### src/rtl/fpdiv_pkg.sv
// Shared constants and types for the FP divider result queue.
// Holds special encodings, exception codes, flag indices, entry struct.
package fpdiv_pkg;

  localparam logic [31:0] QNAN    = 32'h7FC0_0000;
  localparam logic [31:0] INF_MAG = 32'h7F80_0000;

  localparam logic [1:0] EXC_DIVZ    = 2'b00;
  localparam logic [1:0] EXC_UNF     = 2'b01;
  localparam logic [1:0] EXC_OVF     = 2'b10;
  localparam logic [1:0] EXC_SPECIAL = 2'b11;

  // Flag vector layout: {invalid, divzero, overflow, underflow}
  localparam int FLG_INV = 3;
  localparam int FLG_DVZ = 2;
  localparam int FLG_OVF = 1;
  localparam int FLG_UNF = 0;

  typedef struct packed {
    logic [31:0] result;
    logic [3:0]  flags;
  } fpdiv_res_t;

endpackage

### src/rtl/fpdiv_fixup.sv
// Combinational special-value resolution of a raw divider quotient.
// In: opa, opb, quot, exc_vld, exc. Out: res (resolved result + flags).
module fpdiv_fixup
  import fpdiv_pkg::*;
(
  input  logic [31:0] opa,
  input  logic [31:0] opb,
  input  logic [31:0] quot,
  input  logic        exc_vld,
  input  logic [1:0]  exc,
  output fpdiv_res_t  res
);

  logic s;
  logic a_max, b_max;
  logic a_mz, b_mz;
  logic a_nan, b_nan, a_inf, b_inf;
  logic a_zero, b_zero;
  logic qnan_c, inf_c, zero_c, dz_c;
  logic unused_q;

  assign s      = opa[31] ^ opb[31];
  assign a_max  = &opa[30:23];
  assign b_max  = &opb[30:23];
  assign a_mz   = ~|opa[22:0];
  assign b_mz   = ~|opb[22:0];
  assign a_nan  = a_max & ~a_mz;
  assign b_nan  = b_max & ~b_mz;
  assign a_inf  = a_max & a_mz;
  assign b_inf  = b_max & b_mz;
  assign a_zero = ~|opa[30:0];
  assign b_zero = ~|opb[30:0];

  // Mutually exclusive special classes, highest precedence first.
  assign qnan_c = a_nan | b_nan
                | (a_inf & b_inf)
                | (a_zero & b_zero);
  assign inf_c  = ~qnan_c & a_inf;
  assign zero_c = ~qnan_c & ~a_inf & b_inf;
  assign dz_c   = ~qnan_c & ~a_inf & ~b_inf
                & b_zero;

  assign unused_q = quot[31];

  always_comb begin
    res.result = {s, quot[30:0]};
    res.flags  = '0;
    if (exc_vld) begin
      unique case (exc)
        EXC_DIVZ: begin
          res.result = {s, INF_MAG[30:0]};
          res.flags[FLG_DVZ] = 1'b1;
        end
        EXC_OVF: begin
          res.result = {s, INF_MAG[30:0]};
          res.flags[FLG_OVF] = 1'b1;
        end
        EXC_UNF: begin
          res.result = {s, 31'b0};
          res.flags[FLG_UNF] = 1'b1;
        end
        EXC_SPECIAL: begin
          unique case (1'b1)
            qnan_c: begin
              res.result = QNAN;
              res.flags[FLG_INV] = 1'b1;
            end
            inf_c:  res.result = {s, INF_MAG[30:0]};
            zero_c: res.result = {s, 31'b0};
            // Finite nonzero / zero flagged as special: treat as x/0.
            dz_c: begin
              res.result = {s, INF_MAG[30:0]};
              res.flags[FLG_DVZ] = 1'b1;
            end
            default: res.result = {s, quot[30:0]};
          endcase
        end
        default: res.flags = '0;
      endcase
    end
  end

endmodule

### src/rtl/fpdiv_result_queue.sv
// Result FIFO for the FP divider: resolves specials on entry, queues.
// Ports: CLOCK/RESET, in_* push side, out_* pop side, sticky, done_count.
module fpdiv_result_queue
  import fpdiv_pkg::*;
#(
  parameter int DEPTH = 4
) (
  input  logic        CLOCK,
  input  logic        RESET,
  input  logic        in_valid,
  output logic        in_ready,
  input  logic [31:0] in_opa,
  input  logic [31:0] in_opb,
  input  logic [31:0] in_quot,
  input  logic        in_exc_vld,
  input  logic [1:0]  in_exc,
  output logic        out_valid,
  input  logic        out_ready,
  output logic [31:0] out_result,
  output logic [3:0]  out_flags,
  output logic [3:0]  sticky_flags,
  input  logic        sticky_clr,
  output logic [15:0] done_count
);

  localparam int AW = (DEPTH > 1) ? $clog2(DEPTH) : 1;
  localparam logic [AW:0] FULL = (AW+1)'(DEPTH);

  fpdiv_res_t       fix;
  fpdiv_res_t       mem [DEPTH];
  logic [AW-1:0]    wptr, rptr;
  logic [AW:0]      count;
  logic             push, pop;

  fpdiv_fixup u_fixup (
    .opa     (in_opa),
    .opb     (in_opb),
    .quot    (in_quot),
    .exc_vld (in_exc_vld),
    .exc     (in_exc),
    .res     (fix)
  );

  // in_ready ignores a same-cycle pop: no push-through when full.
  assign in_ready  = (count < FULL);
  assign out_valid = (count != '0);
  assign push      = in_valid & in_ready;
  assign pop       = out_valid & out_ready;

  // Empty queue presents zeros rather than a stale entry.
  assign out_result = out_valid ? mem[rptr].result : '0;
  assign out_flags  = out_valid ? mem[rptr].flags  : '0;

  always_ff @(posedge CLOCK) begin
    if (push && !RESET) mem[wptr] <= fix;
  end

  always_ff @(posedge CLOCK) begin
    if (RESET) begin
      wptr         <= '0;
      rptr         <= '0;
      count        <= '0;
      sticky_flags <= '0;
      done_count   <= '0;
    end else begin
      if (push) wptr <= wptr + AW'(1);
      if (pop)  rptr <= rptr + AW'(1);
      unique case ({push, pop})
        2'b10:   count <= count + (AW+1)'(1);
        2'b01:   count <= count - (AW+1)'(1);
        default: count <= count;
      endcase
      // A clear drops old history but never the flags arriving now.
      sticky_flags <= (sticky_clr ? 4'b0 : sticky_flags)
                    | (push ? fix.flags : 4'b0);
      if (pop) done_count <= done_count + 16'd1;
    end
  end

endmodule

### config.mk
export PLATFORM = sky130hd
export DESIGN_NAME = fpdiv_result_queue
export DESIGN_NICKNAME = d
export VERILOG_FILES = /design/src/rtl/fpdiv_pkg.sv /design/src/rtl/fpdiv_fixup.sv /design/src/rtl/fpdiv_result_queue.sv
export SDC_FILE = /design/constraint.sdc
export NUM_CORES = 1
export LEC_CHECK = 0
export ABC_CLOCK_PERIOD_IN_PS = 4850
export BUFFER_PORTS_ARGS = -buffer_cell sky130_fd_sc_hd__buf_4
export CORE_MARGIN = 3
export CORE_UTILIZATION = 43
export DETAILED_ROUTE_END_ITERATION = 10
export PLACE_DENSITY = 0.66
export SLEW_MARGIN = 20
export SYNTH_ARGS = -nofsm -noshare
export SYNTH_HDL_FRONTEND = slang
export SYNTH_SLANG_ARGS = --single-unit
export TNS_END_PERCENT = 10
### constraint.sdc
create_clock -name CLOCK -period 4.85 [get_ports CLOCK]
set_input_delay 0.7275 -clock CLOCK [delete_from_list [all_inputs] [get_ports CLOCK]]
set_output_delay 0.7275 -clock CLOCK [all_outputs]
set_load 0.02 [all_outputs]
; After elaboration in Yosys (flattened, before gate mapping)
; Memory sizes are Yosys's and may differ from the RTL's. A register that Yosys moved wholly into a read port is not among the register bits.
; Cells that the tools add are included.
[word_totals]
ff_bits = 27
ramBits = 144
input_bits = 104
output_inout_bits = 58
n_memories = 1
[memory_table]
columns = memory, depth, width, read_ports, rd_clocked_by_memory_dff, wr, line
row1 = mem, 4, 36, 1, 1, 1, fpdiv_result_queue.sv:30  ; fpdiv_res_t mem [DEPTH];
[classes]
addsub = 5
n_lt_le_gt_ge = 1
eq_ne = 5
mux = 18
n_bitwise = 21
reduce_logical = 17
[op_table]
columns = operator, count
row1 = one-hot mux 32 bit (3 select lines), 2
row2 = OR reduction 31 bit, 2
row3 = OR reduction 23 bit, 2
row4 = two-way mux 36 bit, 1
row5 = two-way mux 32 bit, 1
row6 = "adder 16 x 1 -> 16 bit, second input constant", 1
row7 = AND reduction 8 bit, 2
row8 = AND 1 bit, 13
row9 = two-way mux 4 bit, 3
row10 = two-way mux 1 bit, 7
row11 = "equality test 2 bit, second input constant", 3
row12 = one-hot mux 3 bit (2 select lines), 1
row13 = logical NOT 1 bit, 5
row14 = "adder 2 x 1 -> 2 bit, second input constant", 2
row15 = "equality test 2 x 1 -> 1 bit, second input constant", 2
row16 = two-way mux 2 bit, 2
row17 = OR 4 bit, 1
row18 = OR reduction 2 bit, 2
row19 = "adder 3 x 1 -> 3 bit, second input constant", 1
row20 = "less-than comparator 3 bit, second input constant", 1
row21 = NOT 1 bit, 3
row22 = OR 1 bit, 3
row23 = nonzero test 3 bit, 1
row24 = "subtractor 3 x 1 -> 3 bit, second input constant", 1
row25 = 5 further kinds, 5

; Logic depth before layout (Yosys ltp)
; Gate-level depths: netlist of the first run.
[depth]
word_depth = 16
depth_mapped = 9

; Hierarchy
; A second synthesis of the first run with hierarchy kept.
[unflattened]
cells_unflattened = 471
hier_area_um2 = 7374.6
[by_module_without_submodules]
columns = module, instances, cells_each, area_each_um2, seq_area_each_um2
row1 = fpdiv_result_queue, 1, 380, 6716.4, 4904.7
row2 = fpdiv_fixup, 1, 91, 658.1, 0.0

; Worst setup path before layout of the first run
; OpenSTA, ideal clock, no wires.
[synth_path]
path_kind = input to register
from = input in_valid
to = memory mem[0][0] (netlist name), enable pin
setup_ps = 397
arrival_ps = 2224
required_ps = 4453
path_slack_ps = 2229
cell_stages = 5
n_path_buf = 1
path_cell_list = nor2b_1 > clkbuf_1 > inv_1 > nor2_1 > and2_1
[synth_via]
elab_chain_len = 4
[synth_lines]
columns = item, line
row1 = from (decl), fpdiv_result_queue.sv:10  ; input logic in_valid,
row2 = AND 1 bit, fpdiv_result_queue.sv:47  ; assign push = in_valid & in_ready;
row3 = logical AND 1 bit, fpdiv_result_queue.sv:55  ; if (push && !RESET) mem[wptr] <= fix;
row4 = two-way mux 1 bit, fpdiv_result_queue.sv:55
row5 = two-way mux 1 bit (not written as such), fpdiv_result_queue.sv:55
row6 = to (decl), fpdiv_result_queue.sv:30
; No other way between the ends.

==> reports/metrics.csv, run 1 <==
metric,value,unit
syn_nets,578,
synth.distinct_cells,45,
die_area,18700,um2
hold_buffers,0,
syn_inst,463,
crit_path_end_kind,output port,
via_per_inst,5.22,
tns,0,ns
clk_path_buf_depth,2,
maxCapViolCount,0,
ys_async_sr_fraction,0,%
grt_setup_unrepaired,no,
grt_max_degree,38,
ys_warn_count,0,
yosys.area.top_type_share,58.8,%
cts_made_buffers,17,
nNetsFinal,741,
grt_antenna_before_repair,0,
clkLatencyLatePin,0.43,ns
critPathMaxFanout,24,
cp_cell_sequence,buf_4 -> mux4_2 -> and2_1 -> buf_4,
hp-class,reg2reg,
cts_resized,0,
cts_num_sinks,173,
yosysSeqAreaShare,66.7,%
fin_crit,3.28,ns
port_buffers,160,
ios,162,
critPathRequiredTime,4.12,ns
synth_enable_flop_cells,144,
die_w,137,um
arrival,2.55,ns
p_total,4.59,mW
ir_drop,0.000272,V
root_buffer,clkbuf_16,
powerDensity,488,nW/um2
path_class,reg2out,
period_share,67.6,%
leakage,3.47,nW
placement_rows,47,
drive_gt1_share,39.1,%
antennaDiodeCount,0,
maxSlewHeadroom,30.8,%
clk_pin_slew_worst_paths,0.07,ns
max_freq,305,MHz
tightest_slew,1.04,ns
dr.pass1.iters,4,
drv_slew,0,
core_area,16600,um2
grt_use_total,17.2,%
crit_path_frequent_cell,buf_4,
final_cell_mix,"buf_4, edfxtp_1, and2_1, mux4_2",
drc,0,
fin_worst_skew,0.0101,ns
htree_levels,4,
start_util,44.2,%
routed_wl,15.5,mm
drt_iter0_markers,261,
syn_to_final_growth,27.8,%
avgSynthCellArea,15.9,um2
slowest_stage,dfxtp_2,
hold_violations,0,
finalSetupViolCount,0,
grt.overflow.total,0,
post-cts-setup-buffers,0,
ant_nets,0,
layout_commonest_cell,buf_4,
grt_pass1_vias,4723,
status,finished clean,
syn_area,7350,um2
grt_pass1_wl,24.0,mm
holdWs,0.490,ns
synth_flop_cell,edfxtp_1,
gp_congestion,0.786,
fp.dieH,137,um
slowest_delay,0.91,ns
wl_per_cell,18.1,um
yosysTopAreaCell,edfxtp_1,
place_hpwl,9.90,mm
synthTopCellsByArea,"edfxtp_1, mux4_2, dfxtp_1, and2_1, ha_1",
start_kind,register,
synth-seq-cells,173,
vias,4482,
cts_tree,yes,
-- flip-flops by register name (all words and copies together), names as in the netlist, named ones only --
name          flops
done_count       16
sticky_flags      4
count             3
rptr              2
wptr              2
mem             144
-- through the flow --
step           utilization [%]  instance area (um2)  worst slack, ns  std cells
3_3_place_gp              52.7                 8780             1.95        827
4_1_cts                   56.4                 9390             1.48        859
3_5_place_dp              52.7                 8780             1.94        827
6_report                  56.5                 9400             1.57        859
2_1_floorplan                -                 7350             2.23        463
5_1_grt                   56.5                 9400             1.37        859
-- path summary, 6_finish.rpt --
check                                                  end  cells after the start  slack, ns                       start
worst max-delay path                        out_result[14]                      4       1.57                    register
worst min-delay path            sticky_flags[3]$_SDFF_PP0_                      2       0.49  sticky_flags[3]$_SDFF_PP0_
worst max register to register        mem[2][15]$_DFFE_PP_                      4       2.47       count[2]$_SDFFE_PP0P_
worst min register to register  sticky_flags[3]$_SDFF_PP0_                      2       0.49  sticky_flags[3]$_SDFF_PP0_
-- synth_stat cells (2+ instances only) --
cell type  instances
and4_1             5
or3_1              5
nor3_1             3
and3_1             2
ha_1              10
inv_1             13
buf_2              3
nor4_1            13
dfxtp_1           29
a21oi_1            8
mux4_2            36
nand4_1           10
xor2_1            11
nand3_1            6
or2_2              2
o21ai_0            7
xnor2_1            6
nand2_1           14
and2_1            64
buf_4              3
a22oi_1            2
clkbuf_1          12
nor2_1            27
a21o_1             8
edfxtp_1         144
-- area by class of cell --
class / instances / area (um2)
sequential: 173 / 4910
tap: 220 / 275
inverter: 13 / 48.8
fill: 1363 / 7250
clock buffer: 22 / 528
multi-input combinational: 258 / 2330
timing repair buffer: 163 / 1220
clock inverter: 10 / 83.8
-- worst max-delay path, delay by kind of cell, from the launching register on --
| family | cells | cell delay [ns] |
|---|---|---|
| multiplexers | 1 | 0.51 |
| buffers and inverters | 2 | 0.50 |
| flip-flops | 1 | 0.91 |
| AND/OR/NAND/NOR | 1 | 0.19 |
-- report_power, final --
| part | internal, mW | switching, mW |
|---|---|---|
| combinational | 0.669 | 0.706 |
| clock | 0.789 | 0.578 |
| sequential | 1.73 | 0.115 |
-- metal layers --
| metal | vias up | routed length (um) | track usage [%] |
|---|---|---|---|
| li1 | 2092 | - | - |
| met3 | 13 | 1140 | 5.99 |
| met2 | 154 | 7920 | 29.5 |
| met1 | 2223 | 6320 | 20.7 |
| met4 | 0 | 165 | 4.99 |
| met5 | - | 0 | 0 |
-- cell families (layout without fill, tap and decap cells) --
group           count (synthesis)  in the layout  synth area share (%)
simple gates                  158            158                  12.6
xor+xnor                       17             17                  2.02
fa+ha+maj                      11             11                  1.97
mux                            37             37                  11.2
compound gates                 35             35                  3.66
buf+inv                        32            208                  1.84
flops                         173            173                  66.7
Note: power is estimated with default switching activity, not from simulation.
==> run 2: changes to the inputs <==
--- a/config.mk
+++ b/config.mk
@@ -5,12 +5,12 @@
 export SDC_FILE = /design/constraint.sdc
 export NUM_CORES = 1
 export LEC_CHECK = 0
-export ABC_CLOCK_PERIOD_IN_PS = 4850
+export ABC_CLOCK_PERIOD_IN_PS = 2900
 export BUFFER_PORTS_ARGS = -buffer_cell sky130_fd_sc_hd__buf_4
 export CORE_MARGIN = 3
 export CORE_UTILIZATION = 43
 export DETAILED_ROUTE_END_ITERATION = 10
-export PLACE_DENSITY = 0.66
+export PLACE_DENSITY = 0.68
 export SLEW_MARGIN = 20
 export SYNTH_ARGS = -nofsm -noshare
 export SYNTH_HDL_FRONTEND = slang
==> constraint.sdc (replaced) <==
create_clock -name CLOCK -period 2.9 [get_ports CLOCK]
set_input_delay 0.435 -clock CLOCK [delete_from_list [all_inputs] [get_ports CLOCK]]
set_output_delay 0.435 -clock CLOCK [all_outputs]
set_load 0.02 [all_outputs]
==> run 2 against run 1 <==
Net effect:
- total power rose by 65%
- combinational power rose by 80%
- wire length rose by 1.3%
- via count rose by 0.33%
- clock power rose by 53%
- flip-flop and latch count did not move
- hold slack got worse by 0.18 ns
- setup slack got worse by 1.2 ns
- core utilization rose by 0.30 points
- sequential power rose by 62%
- non-clock buffer count rose by 8
- global-route usage rose by 0.12 points
- largest power group unchanged
==> reports/metrics.csv, run 2 (synthesis results as in run 1) <==
metric,value,unit
status,finished clean,
grt_antenna_before_repair,0,
root_buffer,clkbuf_16,
tns,0,ns
grt_pass1_vias,4858,
hp-class,in2reg,
port_buffers,160,
clk_path_buf_depth,2,
ant_nets,0,
drive_gt1_share,38.6,%
powerDensity,799,nW/um2
internal_power,5.32,mW
cts_made_buffers,17,
die_area,18700,um2
post-cts-setup-buffers,0,
ios,162,
clkPwrFrac,27.8,%
place_hpwl,10.6,mm
dr.pass1.iters,6,
min_from,sticky_clr,
grt.overflow.total,0,
routed_wl,15.7,mm
tightest_slew,0.698,ns
nNetsFinal,749,
path_class,reg2out,
grt_max_degree,37,
maxSlewHeadroom,53.3,%
largest_register_ffs,144,
drc,0,
hold_violations,0,
antennaDiodeCount,0,
start_util,44.2,%
fillers,1353,
fp.dieH,137,um
core_area,16600,um2
vias,4497,
fin_area,9450,um2
maxCapViolCount,0,
arrival,2.10,ns
ir_drop,0.000435,V
critPathRequiredTime,2.47,ns
fin_crit,2.53,ns
placement_rows,47,
cts_num_sinks,173,
clkLatencyLatePin,0.42,ns
final_cell_mix,"buf_4, edfxtp_1, and2_1, mux4_2",
reg_top3,"mem: 144 flops, done_count: 16 flops, sticky_flags: 4 flops",
drt_iter0_markers,126,
max_freq,395,MHz
via_per_inst,5.20,
start_kind,register,
top_register,mem,
die_w,137,um
hold_buffers,0,
fin_worst_skew,0.00742,ns
layout_commonest_cell,buf_4,
wl_per_cell,18.2,um
drv_slew,0,
power.share.sequential,39.6,%
cts_resized,0,
critPathMaxFanout,23,
htree_levels,4,
grt_setup_unrepaired,no,
period_share,87.4,%
grt_pass1_wl,24.3,mm
cts_tree,yes,
grt_use_total,17.3,%
syn_to_final_growth,28.5,%
gp_congestion,0.880,
finalSetupViolCount,0,
dpl_cell_area,8910,um2
combPwrFrac,32.6,%
p_sw_share,29.6,%
reg2reg_slack,0.85,ns
leakage,3.47,nW
netSwitchingPower,2.23,mW
clk_pin_slew_worst_paths,0.06,ns
crit_path_end_kind,output port,
r2r-start,count[2]$_SDFFE_PP0P_,
-- run 2: area by class of cell --
class / instances / area [um2] / share of cell area, %
timing repair buffer: 171 / 1350 / 14.3
sequential: 173 / 4910 / 51.9
inverter: 13 / 48.8 / 0.517
clock buffer: 22 / 444 / 4.70
clock inverter: 8 / 95.1 / 1.01
multi-input combinational: 258 / 2330 / 24.7
tap: 220 / 275 / 2.91
-- run 2: worst max-delay path: stages, from the launching register on --
cell     delay [ns]
dfxtp_2        0.74
buf_4          0.31
mux4_2         0.32
and2_1         0.17
buf_4          0.15
-- run 2: power by group through the flow --
| stage | logic, mW | clock network [mW] | registers (mW) |
|---|---|---|---|
| 6_report | 2.46 | 2.10 | 2.99 |
| 5_1_grt | 2.67 | 2.24 | 3.01 |
| 4_1_cts | 2.53 | 2.14 | 2.99 |
| 3_5_place_dp | 2.52 | 0 | 3.04 |
| 3_3_place_gp | 2.50 | 0 | 3.03 |
| 2_1_floorplan | 1.54 | 0 | 3.01 |
-- run 2: metrics by stage --
stage	total power, mW	hold slack, ns	instances	setup slack [ns]	utilization [%]
finish	7.55	0.313	865	0.366	56.8
global route	7.92	0.325	865	0.252	56.8
CTS	7.65	0.298	865	0.298	56.8
detailed placement	5.57	0.495	835	0.569	53.5
global placement	5.53	0.453	835	0.589	53.5
floorplan	4.55	0.481	463	0.571	-
-- run 2: path summary, 6_finish.rpt --
check | to | cells past startpoint
worst max-delay path | out_result[21] | 4
worst min-delay path | sticky_flags[3]$_SDFF_PP0_ | 4
worst max register to register | count[2]$_SDFFE_PP0P_ | 8
worst min register to register | sticky_flags[3]$_SDFF_PP0_ | 2
-- run 2: layer usage --
| layer | up-vias | wire length [um] | global-route usage [%] |
|---|---|---|---|
| met2 | 169 | 8130 | 30.9 |
| met1 | 2203 | 6260 | 19.9 |
| met3 | 19 | 1080 | 5.00 |
| li1 | 2106 | - | - |
| met4 | 0 | 263 | 6.43 |
| met5 | - | 0 | 0 |
==> run 3: changes to the inputs <==
--- a/config.mk
+++ b/config.mk
@@ -5,8 +5,9 @@
 export SDC_FILE = /design/constraint.sdc
 export NUM_CORES = 1
 export LEC_CHECK = 0
+export ABC_AREA = 1
 export ABC_CLOCK_PERIOD_IN_PS = 2900
-export BUFFER_PORTS_ARGS = -buffer_cell sky130_fd_sc_hd__buf_4
+export BUFFER_PORTS_ARGS = -buffer_cell sky130_fd_sc_hd__clkbuf_2
 export CORE_MARGIN = 3
 export CORE_UTILIZATION = 43
 export DETAILED_ROUTE_END_ITERATION = 10
==> run 3 against run 2 <==
Net effect:
- critical path type unchanged
- flip-flop and latch count stayed put
- via count grew 25%
- highest routed layer unchanged
- combinational power decreased by 11%
==> reports/metrics.csv, run 3 <==
metric,value,unit
yosys.area.top_type_share,56.3,%
ys_warn_count,0,
yosysMostFrequentCell,nor2_1,
maxCapViolCount,0,
synth.distinct_cells,34,
fin_worst_skew,0.00651,ns
cts_resized,0,
ys_top_cells_by_count,"nor2_1, edfxtp_1, o21ai_0, nand2_1, inv_1",
fin_crit,2.58,ns
clk_pin_slew_worst_paths,0.06,ns
maxSlewHeadroom,52.9,%
arrival,2.15,ns
critPathRequiredTime,2.47,ns
drv_slew,0,
ant_nets,0,
cts_made_buffers,17,
status,finished clean,
largest_register_ffs,144,
layout_commonest_cell,nor2_1,
tns,0,ns
grt.overflow.total,0,
nNetsFinal,1050,
syn_inst,774,
routed_wl,16.3,mm
syn_area,7690,um2
wl_per_cell,13.9,um
cts_tree,yes,
max_freq,387,MHz
yosysTopAreaCell,edfxtp_1,
grt_max_degree,47,
syn_nets,889,
gp_congestion,0.718,
syn_to_final_growth,22.3,%
ir_drop,0.000894,V
path_class,reg2out,
synth-seq-cells,173,
fp.dieH,140,um
via_per_inst,4.81,
grt_pass1_vias,5433,
avgSynthCellArea,9.93,um2
die_area,19500,um2
place_hpwl,10.3,mm
leakage,3.78,nW
hold_violations,0,
cts_num_sinks,173,
dr.pass1.iters,4,
drc,0,
clk_path_buf_depth,2,
hold_buffers,0,
vias,5642,
root_buffer,clkbuf_16,
start_util,44.1,%
post-cts-setup-buffers,0,
crit_path_end_kind,output port,
top_register,mem,
start_kind,register,
grt_pass1_wl,26.4,mm
final_cell_mix,"nor2_1, clkbuf_2, edfxtp_1, o21ai_0, nand2_1",
powerDensity,790,nW/um2
ios,162,
htree_levels,4,
reg_top3,"mem: 144 flops, done_count: 16 flops, sticky_flags: 4 flops",
finalSetupViolCount,0,
antennaDiodeCount,0,
holdWs,0.321,ns
critPathMaxFanout,26,
core_area,17400,um2
grt_use_total,17.2,%
drive_gt1_share,26.4,%
period_share,89.1,%
synthTopCellsByArea,"edfxtp_1, nor2_1, dfxtp_1, o21ai_0, a21oi_1",
drt_iter0_markers,184,
clkLatencyLatePin,0.42,ns
die_w,140,um
port_buffers,160,
tightest_slew,0.705,ns
ys_async_sr_fraction,0,%
grt_antenna_before_repair,0,
grt_setup_unrepaired,no,
synth_flop_cell,edfxtp_1,
yosysSeqAreaShare,63.8,%
placement_rows,48,
synth_enable_flop_cells,144,
hp-class,in2reg,
## run 3: changes by cell type in the layout (fill, tap and decap cells not counted), moves of 7 or more
cell      previous run  this run
o21ai_0              6        92
clkbuf_2             0       160
buf_4              166        10
and2_1              60         0
inv_1               13        60
nand3_1              6        13
a21o_1               8         0
a21oi_1              8        57
xor2_1              11         2
nor2_2               0        31
nand2_1             14        70
nor4_1              13         1
nor2_1              27       198
mux4_2              36         0
## run 3: final timing paths
| check | start | endpoint | slack [ns] | cells after the start |
|---|---|---|---|---|
| max | register | out_result[2] | 0.32 | 6 |
| min | sticky_clr | sticky_flags[2]$_SDFF_PP0_ | 0.32 | 4 |
| max reg2reg | count[2]$_SDFFE_PP0P_ | mem[2][17]$_DFFE_PP_ | 0.96 | 6 |
| min reg2reg | sticky_flags[2]$_SDFF_PP0_ | sticky_flags[2]$_SDFF_PP0_ | 0.47 | 2 |
## run 3: through the flow
step | total power [mW] | setup slack [ns] | cells | utilization, % | instance area [um2]
finish | 7.43 | 0.316 | 1173 | 54.0 | 9400
global route | 7.86 | 0.0860 | 1173 | 54.0 | 9400
CTS | 7.52 | 0.258 | 1173 | 54.0 | 9400
detailed placement | 5.26 | 0.393 | 1141 | 50.6 | 8810
global placement | 5.25 | 0.416 | 1141 | 50.6 | 8810
floorplan | 4.44 | 0.0615 | 774 | - | 7690
## run 3: final cells by class
type	instances	area, um2
Fill cell	1525	8020
Sequential cell	173	4910
Multi-Input combinational cell	504	2430
Timing Repair Buffer	173	936
Clock buffer	18	429
Tap cell	225	282
Inverter	66	249
Clock inverter	14	166
## run 3: logic make-up (layout without fill, tap and decap cells)
| logic type | Yosys count | after routing | share of synthesized area (%) |
|---|---|---|---|
| fa+ha+maj | 11 | 11 | 1.89 |
| buf+inv | 97 | 271 | 5.01 |
| xor+xnor | 3 | 3 | 0.342 |
| simple gates | 333 | 333 | 18.3 |
| flops | 173 | 173 | 63.8 |
| compound gates | 157 | 157 | 10.6 |
## run 3: metal layers
layer / global-route usage [%] / wire (um)
met5: 0 / 0
met4: 6.32 / 297
met2: 29.6 / 8310
met3: 4.40 / 853
met1: 20.8 / 6880
## run 3: worst max-delay path: stages (launching register included)
cell and delay (ns):
dfxtp_2 0.63, buf_4 0.38, nor2_1 0.08, nor2_1 0.08
o21ai_0 0.08, a21oi_1 0.24, clkbuf_2 0.21
## run 3: power breakdown
part | leakage (nW) | switching (mW) | internal, mW
clock | 0.287 | 0.892 | 1.36
sequential | 1.56 | 0.104 | 2.88
combinational | 1.93 | 1.55 | 0.655
